--- src/rtl/pipe_mem_wb_ctl.sv ---
// MEM->WB pipeline register with valid/stall/flush control, writeback mux,
// PC-write detection, forwarding compares and a saturating retire counter.
module pipe_mem_wb_ctl #(
   parameter int N      = 32,
   parameter int RA_W   = 4,
   parameter int PC_REG = 15,
   parameter int CNT_W  = 16
) (
   input  logic             CLK,
   input  logic             RST,
   input  logic             STALL,
   input  logic             FLUSH,
   input  logic             Valid_i,
   input  logic [N-1:0]     ReadData_i,
   input  logic [N-1:0]     AluResult_i,
   input  logic             RF_WE_i,
   input  logic             MemWE_i,
   input  logic             WBSelect_i,
   input  logic [RA_W-1:0]  A3_i,
   input  logic [RA_W-1:0]  RA1_i,
   input  logic [RA_W-1:0]  RA2_i,
   input  logic             CntClr_i,
   output logic             Valid_o,
   output logic             RF_WE_o,
   output logic [RA_W-1:0]  A3_o,
   output logic [N-1:0]     WD3_o,
   output logic [N-1:0]     ReadData_o,
   output logic [N-1:0]     AluResult_o,
   output logic             MemWE_o,
   output logic             WBSelect_o,
   output logic             PCWrite_o,
   output logic             FwdA_o,
   output logic             FwdB_o,
   output logic [CNT_W-1:0] RetireCnt_o
);

   localparam logic [RA_W-1:0] PC_IDX = RA_W'(PC_REG);

   logic             valid_q;
   logic             rf_we_q;
   logic             mem_we_q;
   logic             wb_sel_q;
   logic [RA_W-1:0]  a3_q;
   logic [N-1:0]     read_data_q;
   logic [N-1:0]     alu_result_q;
   logic [CNT_W-1:0] retire_cnt_q;

   always_ff @(posedge CLK) begin
      if (RST || FLUSH) begin
         valid_q      <= 1'b0;
         rf_we_q      <= 1'b0;
         mem_we_q     <= 1'b0;
         wb_sel_q     <= 1'b0;
         a3_q         <= '0;
         read_data_q  <= '0;
         alu_result_q <= '0;
      end else if (!STALL) begin
         valid_q      <= Valid_i;
         rf_we_q      <= RF_WE_i;
         mem_we_q     <= MemWE_i;
         wb_sel_q     <= WBSelect_i;
         a3_q         <= A3_i;
         read_data_q  <= ReadData_i;
         alu_result_q <= AluResult_i;
      end
   end

   // An instruction retires when it leaves the stage: either moved on or flushed out.
   always_ff @(posedge CLK) begin
      if (RST || CntClr_i) begin
         retire_cnt_q <= '0;
      end else if (valid_q && (FLUSH || !STALL) && (retire_cnt_q != '1)) begin
         retire_cnt_q <= retire_cnt_q + CNT_W'(1);
      end
   end

   always_comb begin
      Valid_o     = valid_q;
      RF_WE_o     = rf_we_q & valid_q;
      MemWE_o     = mem_we_q & valid_q;
      WBSelect_o  = wb_sel_q;
      A3_o        = a3_q;
      ReadData_o  = read_data_q;
      AluResult_o = alu_result_q;
      WD3_o       = wb_sel_q ? alu_result_q : read_data_q;
      PCWrite_o   = RF_WE_o & (a3_q == PC_IDX);
      FwdA_o      = RF_WE_o & (a3_q == RA1_i) & (RA1_i != PC_IDX);
      FwdB_o      = RF_WE_o & (a3_q == RA2_i) & (RA2_i != PC_IDX);
      RetireCnt_o = retire_cnt_q;
   end

endmodule
--- config.mk ---
export PLATFORM = sky130hd
export DESIGN_NAME = pipe_mem_wb_ctl
export DESIGN_NICKNAME = d
export VERILOG_FILES = /design/src/rtl/pipe_mem_wb_ctl.sv
export SDC_FILE = /design/constraint.sdc
export NUM_CORES = 1
export LEC_CHECK = 0
export ABC_AREA = 1
export CORE_UTILIZATION = 43
export DETAILED_ROUTE_END_ITERATION = 6
export DONT_BUFFER_PORTS = 1
export PLACE_DENSITY_LB_ADDON = 0.2
export SYNTH_ARGS = -nofsm -noshare
export SYNTH_HDL_FRONTEND = slang
export SYNTH_SLANG_ARGS = --single-unit
--- constraint.sdc ---
create_clock -name CLK -period 1.7 [get_ports CLK]
set_clock_uncertainty 0.2 [all_clocks]
set_input_delay 0 -clock CLK [delete_from_list [all_inputs] [get_ports CLK]]
set_output_delay 0 -clock CLK [all_outputs]
set_load 0.005 [all_outputs]
==> results.md, run 1 <==
Run status:
- The tool reported: "[ERROR RSZ-0060] Max buffer count reached".
- The flow did not finish.
- The flow stopped in clock tree synthesis (4_1_cts).

Yosys:
- The total number of yosys warnings is 0.
- After synthesis, the most frequently instantiated cells are nand2_1 (148), dfxtp_1 (88), nor2_1 (69).
- The top cell type's share of synthesized area is 44.5%.
- The mapped netlist covers 3960 um^2.
- Among all flip-flop cells after synthesis, the most frequent one is dfxtp_1.
- The unique cell type count in the Yosys netlist is 29.
- The synthesis-stage register bit count is 88.
- The fraction of registers with async set or reset after synthesis is 0%.
- The synthesized netlist cell count is 555.
- The library cell with the highest instance count after synthesis is nand2_1.
- The synthesized design contains 0 enable-type register cells.
- The top cell type by total area after synthesis is dfxtp_1.
- Ranked by total cell area, the synthesized netlist is headed by dfxtp_1 (45%), nand2_1 (14%), a21oi_1 (6.8%).
- The average size of a mapped cell is 7.13 um^2.
- The proportion of synthesized chip area in sequential cells is 44.5%.
- The number of nets handed over by synthesis was 641.

Placed design:
- The area of placed instances is 4100 um^2.
- Once detailed placement completed, the half-perimeter wirelength came to 7410 um.
- The global placement routability congestion is 0.896.
- In this run, placement finished with an instance count of 649.
- The number of buffers inserted by port buffering is 0.

Clocking:
- Counting along the longest clock path gives a buffer depth of 2.
- CTS built an H-tree with a depth of 3.
- CTS saw 88 sinks.
- Post-CTS timing repair inserted 0 buffers for setup.
- The post-CTS resize count is 0.
- The post-cts hold buffer count is 134.
- In this run the clock root is driven by a clkbuf_8.
- Buffers inserted during clock tree synthesis total 9.

Die:
- The initial core utilization is 44.9%.
- The die span in x is 97.9 um.
- The floorplan step set the die height to 97.9 um.
- The placement row count is 34.
- Pin placement for this block handled 208 I/O pins.
kinds of logic after synthesis:
| kind of cell | share of synthesized area [%] |
|---|---|
| buf+inv | 8.63 |
| fa+ha+maj | 0.316 |
| compound gates | 17.8 |
| simple gates | 27.2 |
| xor+xnor | 1.55 |
| flops | 44.5 |
metrics by stage:
| stage | util [%] | setup WS, ps |
|---|---|---|
| floorplan | - | 179 |
| detailed placement | 46.6 | 121 |
| global placement | 46.6 | 135 |
==> inputs of run 2 (changes only) <==
--- a/config.mk
+++ b/config.mk
@@ -6,10 +6,10 @@
 export NUM_CORES = 1
 export LEC_CHECK = 0
 export ABC_AREA = 1
-export CORE_UTILIZATION = 43
+export CORE_UTILIZATION = 28
 export DETAILED_ROUTE_END_ITERATION = 6
 export DONT_BUFFER_PORTS = 1
-export PLACE_DENSITY_LB_ADDON = 0.2
+export PLACE_DENSITY_LB_ADDON = 0.15
 export SYNTH_ARGS = -nofsm -noshare
 export SYNTH_HDL_FRONTEND = slang
 export SYNTH_SLANG_ARGS = --single-unit
==> results.md, run 2 <==
Yosys:
- The proportion of synthesized chip area in sequential cells came to 44.5% (unchanged).
- The simple logic cell fraction of the synthesized area is 27.2% (unchanged).
- The library cell with the highest instance count after synthesis is nand2_1 (unchanged).
- The share of the synthesized area in compound gates (AO/OA/AOI/OAI) was 17.8% (unchanged).
- The portion of netlist area occupied by mux cells is 0% (unchanged).
- The number of enable flip-flop cells after synthesis came to 0 (unchanged).
- The synthesized netlist cell count was 555 (unchanged).
- The average size of a mapped cell is 7.13 um^2 (unchanged).
- The synthesized net count is 641 (unchanged).
- The top cell type's share of synthesized area is 44.5% (unchanged).
- The top cell type by total area after synthesis is dfxtp_1 (unchanged).
- The synthesis-stage register bit count is 88 (unchanged).
- The post-synthesis cell area is 3960 um^2 (unchanged).
- Synth area leaders: dfxtp_1 (45%), nand2_1 (14%), a21oi_1 (6.8%) (unchanged).
- The main combinational cell family by area after synthesis is simple AND/OR/NAND/NOR gates (unchanged).
- The most common flop cell mapped by yosys is dfxtp_1 (unchanged).
- The fraction of registers with async set or reset after synthesis is 0% (unchanged).
- The adder-cell area share of the yosys netlist came to 0.316% (unchanged).
- The total number of yosys warnings is 0 (unchanged).
- The area share of xor/xnor cells in the synthesized design is 1.55% (unchanged).
- Synth cell count leaders: nand2_1 (148), dfxtp_1 (88), nor2_1 (69) (unchanged).
- The unique cell type count in the Yosys netlist came to 29 (unchanged).

Flow run:
- Max-cap violations in this run came to 0.

Critical path:
- The critical path endpoint category is a flip-flop.
- The largest fanout on the critical path is 6.
- In this run the worst setup path terminates at RetireCnt_o[11]$_SDFFE_PP0P_.
- The most critical setup path has its startpoint at RetireCnt_o[2]$_SDFFE_PP0P_.
- The reg-to-reg endpoint is RetireCnt_o[11]$_SDFFE_PP0P_.
- STA classifies the critical path startpoint as a flip-flop.
- The data arrival time of the worst path is 1640 ps.
- The startpoint identified for the worst register-to-register timing path is RetireCnt_o[2]$_SDFFE_PP0P_.
- Setup slack on the worst reg-to-reg path comes out at 90 ps.
- Counting cells, the worst reg-to-reg path comes to 7.
- The required time of the worst setup path is 1740 ps.
- The critical path is of the flip-flop to flip-flop type.

Detailed routing:
- For this block, the initial DRC count from the detailed router was 178.
- The mean number of vias per cell is 4.77.
- The average wire per cell in the routed design is 15.1 um.
- The number of iterations in the first detailed-routing pass is 6.
- The routed layout has 4138 vias.
- The number of nets still failing antenna checks after routing is 0.
- The post-detailed-routing wire length is 13100 um.
- In the routed design, unresolved DRC markers number 1.

STA:
- The hold slack is 46.6 ps.
- The setup violation total in the final timing report is 0.
- The smallest clock period supported by the final layout is computed as 1610 ps.
- Timing would allow up to 0.623 GHz.
- The count of final max-slew check failures came to 0.
- The count of endpoints failing hold in the final timing report is 0.
- The final critical-path setup slack is 94.9 ps.
- At the pin with the least slew margin, the transition time is 603 ps.
- The post-route clock period utilization is 94.4%.
- Setup repair after global routing could not meet its margin everywhere.
- The relative slew slack is 59.6%.

Final layout:
- Leaving out fill and tap cells, the most frequent cell in the layout is nand2_1.
- The top cell types in the final layout, fill and taps aside, are nand2_1 (148), dlygate4sd3_1 (131), dfxtp_1 (87).
- Compared with the post-synthesis result, the final layout area differs by 48.8%.
- The number of nets in the final layout is 769.
- In the final layout, the share of cells above drive strength 1 is 8.58%.
- The antenna cell count is 0.
- The share of the core filled with cells in the final layout is 42.6%.

Die:
- The total I/O pin count came to 208 (unchanged).
- The initial core utilization is 28.6% (was 44.9%).
- The total area inside the core boundary comes to 13800 um^2.
- The die span in x is 121 um (was 97.9 um).
- The placement row count is 43 (was 34).
- The overall die height is 121 um (was 97.9 um).
- The floorplan step defined a die boundary enclosing 14600 um^2.

Placed design:
- The global placement routability congestion is 0.760 (was 0.896).
- The number of buffers inserted by port buffering was 0 (unchanged).
- The worst slack at placement is 129 ps (was 121 ps).
- The placed wire-length estimate after detailed placement is 8080 um (was 7410 um).

Run status:
- Status: complete, but fails checks (was did not finish).
- The checks that failed: design-rule violations.

Min path:
- The type of the worst min-delay path is input port to output port.

GRT:
- The total overflow left after global routing is 0.
- The largest net degree at the start of global routing is 56.
- The via count of the first global-routing pass was 4011.
- For this run, the total global-route usage over all layers was measured as 17.6%.
- The initial antenna violation count is 0.
- The wire length of the first global-routing pass is 19900 um.

Clocking:
- The root buffer cell was clkbuf_16 (was clkbuf_8).
- The clock latency reported for the late side of the worst-skew pair is 340 ps.
- The number of sinks handled by clock tree synthesis is 88 (unchanged).
- The number of buffers added by the clock tree synthesis step is 9 (unchanged).
- TritonCTS built the clock tree.
- The maximum level of the CTS H-tree was 3 (unchanged).
- The clock-pin slew of the registers on the worst-case setup and hold paths is 60 ps.
- The maximum buffer depth of the clock tree was 2 (unchanged).

Power and ir drop:
- The leakage component of the power is 0.00232 uW.
- Dividing total power by cell area gives a power density of 827 nW/um^2.
- Across the VDD grid, the largest voltage drop is 0.000402 V.
## run 2: cell counts after synthesis
Identical to the previous run, type by type.
## run 2: repair_timing
action,4_1_cts,5_1_grt
hold endpoints to repair,90,0
endpoints found under the setup margin,0,11
hold buffers,132,0
gates resized for setup,0,6
setup buffers,0,0
## run 2: stage by stage
step                      power [uW]  cells  setup TNS, ps  cell area [um^2]
after CTS                       4950    868              0              5870
after global routing            5080    868          -18.3              5890
after floorplan                 2440    555              0              3960
final                           4870    868              0              5890
after detailed placement        2480    720              0              4200
after global placement          2480    720              0              4200
## run 2: final cells by class
class                   count  area (um^2)
repair buffers            151         1520
fillers                  1364         7940
clock buffers              10          239
multi-input cells         386         1870
well taps                 180          225
inverters                  47          176
flip-flops and latches     88         1770
clock inverters             6         90.1
## run 2: critical path, stage by stage (launching register included)
cell and delay [ps]:
dfxtp_1 450, nand3_1 140, nor2_1 210, nand2_1 140, nor2_1 180, nand3_1 90
nand2_1 60, nor2_1 40
## run 2: kinds of logic after synthesis
family,Yosys count
AO/OA/AOI/OAI,122
buffers and inverters,81
flip-flops,88
adder cells (fa/ha/maj),1
AND/OR/NAND/NOR,256
XOR/XNOR,7
## run 2: worst min path at each step
| stage | cells past startpoint | slack (ps) | start | end |
|---|---|---|---|---|
| 2_1_floorplan | 3 | -80 | RA2_i[2] | FwdB_o |
| 3_3_place_gp | 1 | -90 | STALL | Valid_o$_SDFFE_PP0N_ |
| 3_5_place_dp | 1 | -90 | STALL | Valid_o$_SDFFE_PP0N_ |
| 4_1_cts | 2 | 1 | RA1_i[0] | FwdA_o |
| 5_1_grt | 2 | 50 | RA1_i[0] | FwdA_o |
| 6_report | 4 | 50 | RA1_i[3] | FwdA_o |
## run 2: per-layer routing
| layer | part of all wire [%] | wire (um) | GRT usage, % |
|---|---|---|---|
| met5 | 0 | 0 | 0 |
| met2 | 50 | 6570 | 31.2 |
| met3 | 7.1 | 927 | 3.76 |
| met4 | 1.7 | 227 | 7.10 |
| met1 | 41 | 5380 | 20.5 |
## run 2: report_power, final
part | switching [uW] | internal, uW
logic | 228 | 260
clock network | 855 | 1340
registers | 65.2 | 2120
total | 1150 | 3720
No activity file was read; power rests on OpenSTA's default activity.
==> inputs of run 3 (changes only) <==
--- a/config.mk
+++ b/config.mk
@@ -10,6 +10,7 @@
 export DETAILED_ROUTE_END_ITERATION = 6
 export DONT_BUFFER_PORTS = 1
 export PLACE_DENSITY_LB_ADDON = 0.15
+export RECOVER_POWER = 50
 export SYNTH_ARGS = -nofsm -noshare
 export SYNTH_HDL_FRONTEND = slang
 export SYNTH_SLANG_ARGS = --single-unit
==> constraint.sdc (replaced) <==
create_clock -name CLK -period 1.9 [get_ports CLK]
set_clock_uncertainty 0.2 [all_clocks]
set_input_delay 0 -clock CLK [delete_from_list [all_inputs] [get_ports CLK]]
set_output_delay 0 -clock CLK [all_outputs]
set_load 0.005 [all_outputs]
==> results.md, run 3 <==
Run status:
- Status: did not finish (was complete, but fails checks).
- The flow stopped in clock tree synthesis (4_1_cts).
- The tool reported: "[ERROR RSZ-0060] Max buffer count reached".

Yosys:
- The average size of a mapped cell is 7.13 um^2 (unchanged).
- The synthesis-stage register bit count came to 88 (unchanged).
- The top cell type by total area after synthesis is dfxtp_1 (unchanged).
- The total number of yosys warnings is 0 (unchanged).
- The synthesized netlist cell count is 555 (unchanged).
- The post-synthesis cell area is 3960 um^2 (unchanged).
- The proportion of synthesized chip area in sequential cells is 44.5% (unchanged).
- The number of enable flip-flop cells after synthesis is 0 (unchanged).
- The unique cell type count in the Yosys netlist came to 29 (unchanged).
- The fraction of registers with async set or reset after synthesis came to 0% (unchanged).
- The most common flop cell mapped by yosys is dfxtp_1 (unchanged).
- Synth area leaders: dfxtp_1 (45%), nand2_1 (14%), a21oi_1 (6.8%) (unchanged).
- Synth cell count leaders: nand2_1 (148), dfxtp_1 (88), nor2_1 (69) (unchanged).
- The synthesized net count was 641 (unchanged).
- The library cell with the highest instance count after synthesis was nand2_1 (unchanged).
- The top cell type's share of synthesized area is 44.5% (unchanged).

Die:
- The overall die height is 121 um (unchanged).
- The total I/O pin count is 208 (unchanged).
- The die span in x is 121 um (unchanged).
- The initial core utilization is 28.6% (unchanged).
- The placement row count was 43 (unchanged).

Clocking:
- The post-CTS resize count was 0 (unchanged).
- The root buffer cell is clkbuf_16 (unchanged).
- The maximum level of the CTS H-tree was 3 (unchanged).
- The post-cts hold buffer count is 146 (was 132).
- The maximum buffer depth of the clock tree is 2 (unchanged).
- The number of buffers added by the clock tree synthesis step is 9 (unchanged).
- The number of sinks handled by clock tree synthesis came to 88 (unchanged).
- The post-CTS setup repair buffer count came to 0 (unchanged).

Placed design:
- The worst slack at placement is 140 ps (was 129 ps).
- The placed wire-length estimate after detailed placement is 8080 um (about the same).
- The global placement routability congestion was 0.799 (was 0.760).
- The number of buffers inserted by port buffering came to 0 (unchanged).
## run 3: through the flow
| step | instances | cell area (um^2) | utilization (%) |
|---|---|---|---|
| after global placement | 713 | 4130 | 29.9 |
| after detailed placement | 713 | 4130 | 29.9 |
| after floorplan | 555 | 3960 | - |
## run 3: kinds of logic after synthesis
logic type	Yosys count	synth area share [%]
adder cells (fa/ha/maj)	1	0.316
buffers and inverters	81	8.63
flip-flops	88	44.5
XOR/XNOR	7	1.55
AO/OA/AOI/OAI	122	17.8
AND/OR/NAND/NOR	256	27.2
